$ cat src/rtl/arp_reply_tx.sv
// ARP reply transmitter: builds a 15-word (60-byte) ARP reply frame from a
// captured request and streams it out under valid/ready flow control. One
// further request can wait in a single-entry pending slot. Requests that
// arrive while that slot is full are dropped and counted.
//
// Handshake: a word transfers on a rising clock edge where validout=1 and
// txready=1. While validout=1 and txready=0, dataout/sof/eof hold stable.
// validout never drops until the word has transferred.
module arp_reply_tx (
  input  logic        clock,
  input  logic        reset,
  input  logic        arpreq,
  input  logic [47:0] desthwaddr,
  input  logic [31:0] destipaddr,
  input  logic [47:0] inthwaddr,
  input  logic [31:0] intipaddr,
  input  logic        txready,
  output logic        validout,
  output logic        sof,
  output logic        eof,
  output logic [31:0] dataout,
  output logic        busy,
  output logic [7:0]  dropcount,
  output logic        dbg_state
);

  typedef enum logic {IDLE = 1'b0, SEND = 1'b1} state_t;

  state_t      state_q;
  logic [3:0]  idx_q;
  logic        pend_q;
  logic        validout_q, sof_q, eof_q;
  logic [31:0] dataout_q;
  logic [7:0]  dropcount_q;

  // Fields of the frame currently being sent
  logic [47:0] cur_dmac_q, cur_smac_q;
  logic [31:0] cur_dip_q, cur_sip_q;
  // Fields of the queued request
  logic [47:0] pend_dmac_q, pend_smac_q;
  logic [31:0] pend_dip_q, pend_sip_q;

  logic        req_ok_d;
  logic [3:0]  idx_d;
  logic [7:0]  drop_d;

  // Frame layout: Ethernet header, ARP reply body, zero padding to 60 bytes
  function automatic logic [31:0] frame_word(input logic [3:0]  idx,
                                             input logic [47:0] dmac,
                                             input logic [31:0] dip,
                                             input logic [47:0] smac,
                                             input logic [31:0] sip);
    logic [31:0] w;
    w = 32'h0;
    case (idx)
      4'd0:    w = dmac[47:16];
      4'd1:    w = {dmac[15:0], smac[47:32]};
      4'd2:    w = smac[31:0];
      4'd3:    w = 32'h0806_0001;
      4'd4:    w = 32'h0800_0604;
      4'd5:    w = {16'h0002, smac[47:32]};
      4'd6:    w = smac[31:0];
      4'd7:    w = sip;
      4'd8:    w = dmac[47:16];
      4'd9:    w = {dmac[15:0], dip[31:16]};
      4'd10:   w = {dip[15:0], 16'h0000};
      default: w = 32'h0;
    endcase
    return w;
  endfunction

  // A request counts only once we own a leased IP. Drop counter saturates.
  always_comb begin
    req_ok_d = arpreq && (intipaddr != 32'h0);
    idx_d    = idx_q + 4'd1;
    drop_d   = (dropcount_q == 8'hFF) ? 8'hFF : dropcount_q + 8'd1;
  end

  // Frame sequencer: start, word stepping, pending slot and drop counting
  always_ff @(posedge clock or posedge reset) begin
    if (reset) begin
      state_q     <= IDLE;
      idx_q       <= 4'd0;
      pend_q      <= 1'b0;
      validout_q  <= 1'b0;
      sof_q       <= 1'b0;
      eof_q       <= 1'b0;
      dataout_q   <= 32'h0;
      dropcount_q <= 8'h0;
      cur_dmac_q  <= 48'h0;
      cur_smac_q  <= 48'h0;
      cur_dip_q   <= 32'h0;
      cur_sip_q   <= 32'h0;
      pend_dmac_q <= 48'h0;
      pend_smac_q <= 48'h0;
      pend_dip_q  <= 32'h0;
      pend_sip_q  <= 32'h0;
    end else begin
      case (state_q)
        IDLE: begin
          if (pend_q) begin
            // The idle cycle after eof has elapsed, so launch the queued frame.
            // The slot is still full this cycle, so a new request is dropped.
            cur_dmac_q <= pend_dmac_q;
            cur_smac_q <= pend_smac_q;
            cur_dip_q  <= pend_dip_q;
            cur_sip_q  <= pend_sip_q;
            pend_q     <= 1'b0;
            state_q    <= SEND;
            idx_q      <= 4'd0;
            validout_q <= 1'b1;
            sof_q      <= 1'b1;
            eof_q      <= 1'b0;
            dataout_q  <= frame_word(4'd0, pend_dmac_q, pend_dip_q,
                                     pend_smac_q, pend_sip_q);
            if (req_ok_d) dropcount_q <= drop_d;
          end else if (req_ok_d) begin
            cur_dmac_q <= desthwaddr;
            cur_smac_q <= inthwaddr;
            cur_dip_q  <= destipaddr;
            cur_sip_q  <= intipaddr;
            state_q    <= SEND;
            idx_q      <= 4'd0;
            validout_q <= 1'b1;
            sof_q      <= 1'b1;
            eof_q      <= 1'b0;
            dataout_q  <= frame_word(4'd0, desthwaddr, destipaddr,
                                     inthwaddr, intipaddr);
          end
        end
        SEND: begin
          if (txready) begin
            if (idx_q == 4'd14) begin
              state_q    <= IDLE;
              idx_q      <= 4'd0;
              validout_q <= 1'b0;
              sof_q      <= 1'b0;
              eof_q      <= 1'b0;
              dataout_q  <= 32'h0;
            end else begin
              idx_q     <= idx_d;
              sof_q     <= 1'b0;
              eof_q     <= (idx_d == 4'd14);
              dataout_q <= frame_word(idx_d, cur_dmac_q, cur_dip_q,
                                      cur_smac_q, cur_sip_q);
            end
          end
          if (req_ok_d) begin
            if (!pend_q) begin
              pend_q      <= 1'b1;
              pend_dmac_q <= desthwaddr;
              pend_smac_q <= inthwaddr;
              pend_dip_q  <= destipaddr;
              pend_sip_q  <= intipaddr;
            end else begin
              dropcount_q <= drop_d;
            end
          end
        end
      endcase
    end
  end

  // Outputs come straight from registers
  always_comb begin
    validout  = validout_q;
    sof       = sof_q;
    eof       = eof_q;
    dataout   = dataout_q;
    dropcount = dropcount_q;
    busy      = (state_q == SEND) || pend_q;
    dbg_state = state_q;
  end

endmodule

$ cat config.mk
export PLATFORM = sky130hd
export DESIGN_NAME = arp_reply_tx
export DESIGN_NICKNAME = d
export VERILOG_FILES = /design/src/rtl/arp_reply_tx.sv
export SDC_FILE = /design/constraint.sdc
export NUM_CORES = 1
export LEC_CHECK = 0
export BUFFER_PORTS_ARGS = -buffer_cell sky130_fd_sc_hd__buf_2
export CORE_ASPECT_RATIO = 2
export CORE_MARGIN = 1.5
export CORE_UTILIZATION = 35
export CTS_BUF_LIST = sky130_fd_sc_hd__clkbuf_8 sky130_fd_sc_hd__clkbuf_16
export DETAILED_ROUTE_END_ITERATION = 8
export PLACE_DENSITY = 0.59
export SLEW_MARGIN = 20
export SYNTH_ARGS = -nofsm -noshare
export SYNTH_HDL_FRONTEND = slang
export SYNTH_SLANG_ARGS = --single-unit
$ cat constraint.sdc
create_clock -name clock -period 20 [get_ports clock]
set_input_delay 2 -clock clock [delete_from_list [all_inputs] [get_ports clock]]
set_output_delay 2 -clock clock [all_outputs]
set_load 0.02 [all_outputs]
==> results.py <==
metrics = {
    "setup_path": {
        "critPathLaunchType": "input port",
        "rrSetupSlack_ns": 16.79,
        "path_class": "input port to flip-flop",
        "crit_fanout": 76,
        "required_ns": 20.41,
        "cp-end-kind": "flip-flop",
        "worstPathArrival_ns": 5.23,
    },
    "die": {
        "start_util_pct": 35.3,
        "die_height_um": 314,
        "dieArea_um2": 49900,
        "io_pins": 209,
        "die_x_um": 159,
        "core_area_um2": 48100,
        "rows": 114,
    },
    "yosys": {
        "yosysMostFrequentCell": "dfrtp_1",
        "synth_area_leaders": "dfrtp_1, mux2i_1, mux2_1",
        "ys.flop_type": "dfrtp_1",
        "yosysUniqueCellTypes": 58,
        "synth-edff-count": 0,
        "yosys.area.top_type": "dfrtp_1",
        "yosysSeqAreaShare_pct": 54.4,
        "synth_fa_ha_area_share_pct": 0.443,
        "synth_area_um2": 17000,
        "synth_compound_area_share_pct": 13.3,
        "yosys-top-cells-count": "dfrtp_1, nor2_1, a21oi_1, mux2i_1, mux2_1",
        "yosysTopAreaCellShare_pct": 54.4,
        "ys_warn_count": 0,
        "synth_top_family_by_area": "multiplexers",
        "synthSimpleGateAreaFrac_pct": 7.67,
        "synth.ff_latch_count": 369,
        "avgSynthCellArea_um2": 11.4,
        "synth-xor-area-share_pct": 0.243,
        "async_flop_share_pct": 100,
        "synthesis.nets": 1662,
        "netlist_instances": 1492,
        "muxShareOfSynthArea_pct": 20.4,
    },
    "clock_network": {
        "postCtsSetupRepairBufs": 0,
        "clock_latency_ns": 0.53,
        "cts_tree": "done",
        "root_buffer": "clkbuf_16",
        "htreeDepth": 2,
        "cts.path.max_buffers": 3,
        "cts_resized": 0,
        "cts_buffers": 35,
        "cts.sinks": 369,
        "clk_transition_reported_paths_ns": 0.06,
        "cts-hold-fix-buffers": 0,
    },
    "sta": {
        "fin_ws_ns": 15.18,
        "worstMarginPinSlew_ns": 1.13,
        "setup_viol_count_final": 0,
        "min_period_ns": 4.82,
        "slew_headroom_pct": 24.3,
        "tns_ns": 0,
        "hold_viol": 0,
        "fmax_ghz": 0.207,
        "clock_skew_ns": 0.0188,
        "finalMaxSlewViolations": 0,
        "rsz0062_at_grt": "false",
        "fin_crit_sh_pct": 24.1,
    },
    "drt": {
        "routed_wl_um": 48400,
        "routed-via-count": 12200,
        "drt_iter0_markers": 777,
        "wl_per_cell_um": 21.0,
        "dr.pass1.iters": 5,
        "viasPerCell": 5.30,
        "ant_nets": 0,
        "drc": 0,
    },
    "finish": {
        "area_delta_synth_final_pct": 15.2,
        "drive_above_1_share_pct": 21.3,
        "final_nets": 1821,
    },
    "global_route": {
        "antenna_found_initial": 16,
        "grt_usage_pct": 19.7,
        "grt_max_degree": 100,
        "grt_pass1_vias": 12200,
        "grt_first_pass_wirelength_um": 73600,
        "grt.overflow.total": 0,
    },
    "place": {
        "gp_congestion": 0.832,
        "io_buffers": 208,
        "dp_hpwl_um": 34100,
        "post-place-ws_ns": 14.55,
    },
    "outcome": {
        "status": "finished clean",
    },
    "pwr": {
        "p_per_area_nw_per_um2": 157,
        "p_leak_uw": 0.00956,
        "ir_drop_mv": 0.100,
    },
    "run": {
        "max_cap_violations": 0,
    },
    "min_path": {
        "min_path_type": "flip-flop to flip-flop",
    },
}
critical path, stage by stage:
cell and delay [ns]:
buf_2 0.12, nor4_1 0.37, nand4_1 0.26, o21ai_2 0.49, or3_4 0.58, buf_4 0.87, mux2_2 0.41
cell usage in the layout (no fill, tap or decap), types with 4 or more instances in the layout:
cell type | netlist | layout
mux2_2 | 63 | 63
nor4_1 | 8 | 8
a22o_1 | 28 | 28
a32oi_1 | 4 | 4
clkbuf_16 | 0 | 35
ha_1 | 6 | 6
inv_1 | 10 | 18
a41oi_1 | 10 | 10
o21ai_0 | 51 | 51
nor2_1 | 204 | 204
a31oi_1 | 9 | 9
a22oi_1 | 26 | 26
a21oi_1 | 174 | 173
mux2_1 | 100 | 100
buf_4 | 0 | 19
nand3_1 | 14 | 14
and3_1 | 8 | 8
clkinv_2 | 0 | 5
buf_2 | 22 | 208
a221oi_1 | 15 | 15
dfrtp_1 | 369 | 367
o22a_1 | 20 | 20
nor2b_1 | 4 | 4
nand2_1 | 49 | 49
mux2i_1 | 162 | 162
and2_1 | 4 | 4
nand4_1 | 4 | 4
routing by layer:
layer	GRT usage (%)	share of wire [%]
met5	0	0.29
met4	11.8	6.6
met2	32.4	48
met1	23.1	39
met3	4.72	6.2
power by group:
group / leakage (uW) / switching, uW / total (uW) / internal [uW]
clock: 0.000543 / 286 / 633 / 346
sequential: 0.00443 / 251 / 1360 / 1110
combinational: 0.00459 / 599 / 1070 / 473
final timing paths:
kind | from | to | cells after the start
worst max-delay path | intipaddr[30] | pend_dip_q[12] | 7
worst min-delay path | validout | validout | 1
worst max register to register | idx_q[0] | dataout[19] | 8
worst min register to register | validout | validout | 1
max in group asynchronous | reset | pend_q | 5
min in group asynchronous | reset | dropcount[4] | 2
sequential cells by signal (all words and copies together), names as in the netlist, 32 cells and up:
signal and count:
cur_sip_q 32, dataout 32, cur_dip_q 32, pend_dmac_q 48
cur_smac_q 48, pend_smac_q 48, pend_sip_q 32, pend_dip_q 32
cur_dmac_q 48
kinds of logic after synthesis:
group | after synthesis
adders and majority gates | 6
xor gates and xnor gates | 3
and+or+nand+nor | 311
muxes | 325
buffers and inverters | 119
DFF | 369
AOI/OAI and AO/OA | 359
cell type report:
cell class / instances / area, um2
antenna: 2 / 5.00
clock buffer: 36 / 890
clock inverter: 18 / 136
fill: 4758 / 28500
inverter: 10 / 45.0
multi-input combinational: 1004 / 7160
sequential: 369 / 9240
tap: 638 / 798
timing repair buffer: 231 / 1250
per-stage QoR:
step | hold WS (ns) | total power, uW | std cells | utilization (%) | area (um2)
after floorplan | 0.461 | 2080 | 1492 | - | 17000
after global placement | 0.463 | 2430 | 2250 | 38.4 | 18400
after detailed placement | 0.469 | 2460 | 2250 | 38.4 | 18400
after CTS | 0.483 | 3100 | 2304 | 40.5 | 19500
after global routing | 0.498 | 3270 | 2306 | 40.6 | 19500
final | 0.484 | 3070 | 2308 | 40.6 | 19500
No activity file was read; power rests on OpenSTA's default activity.
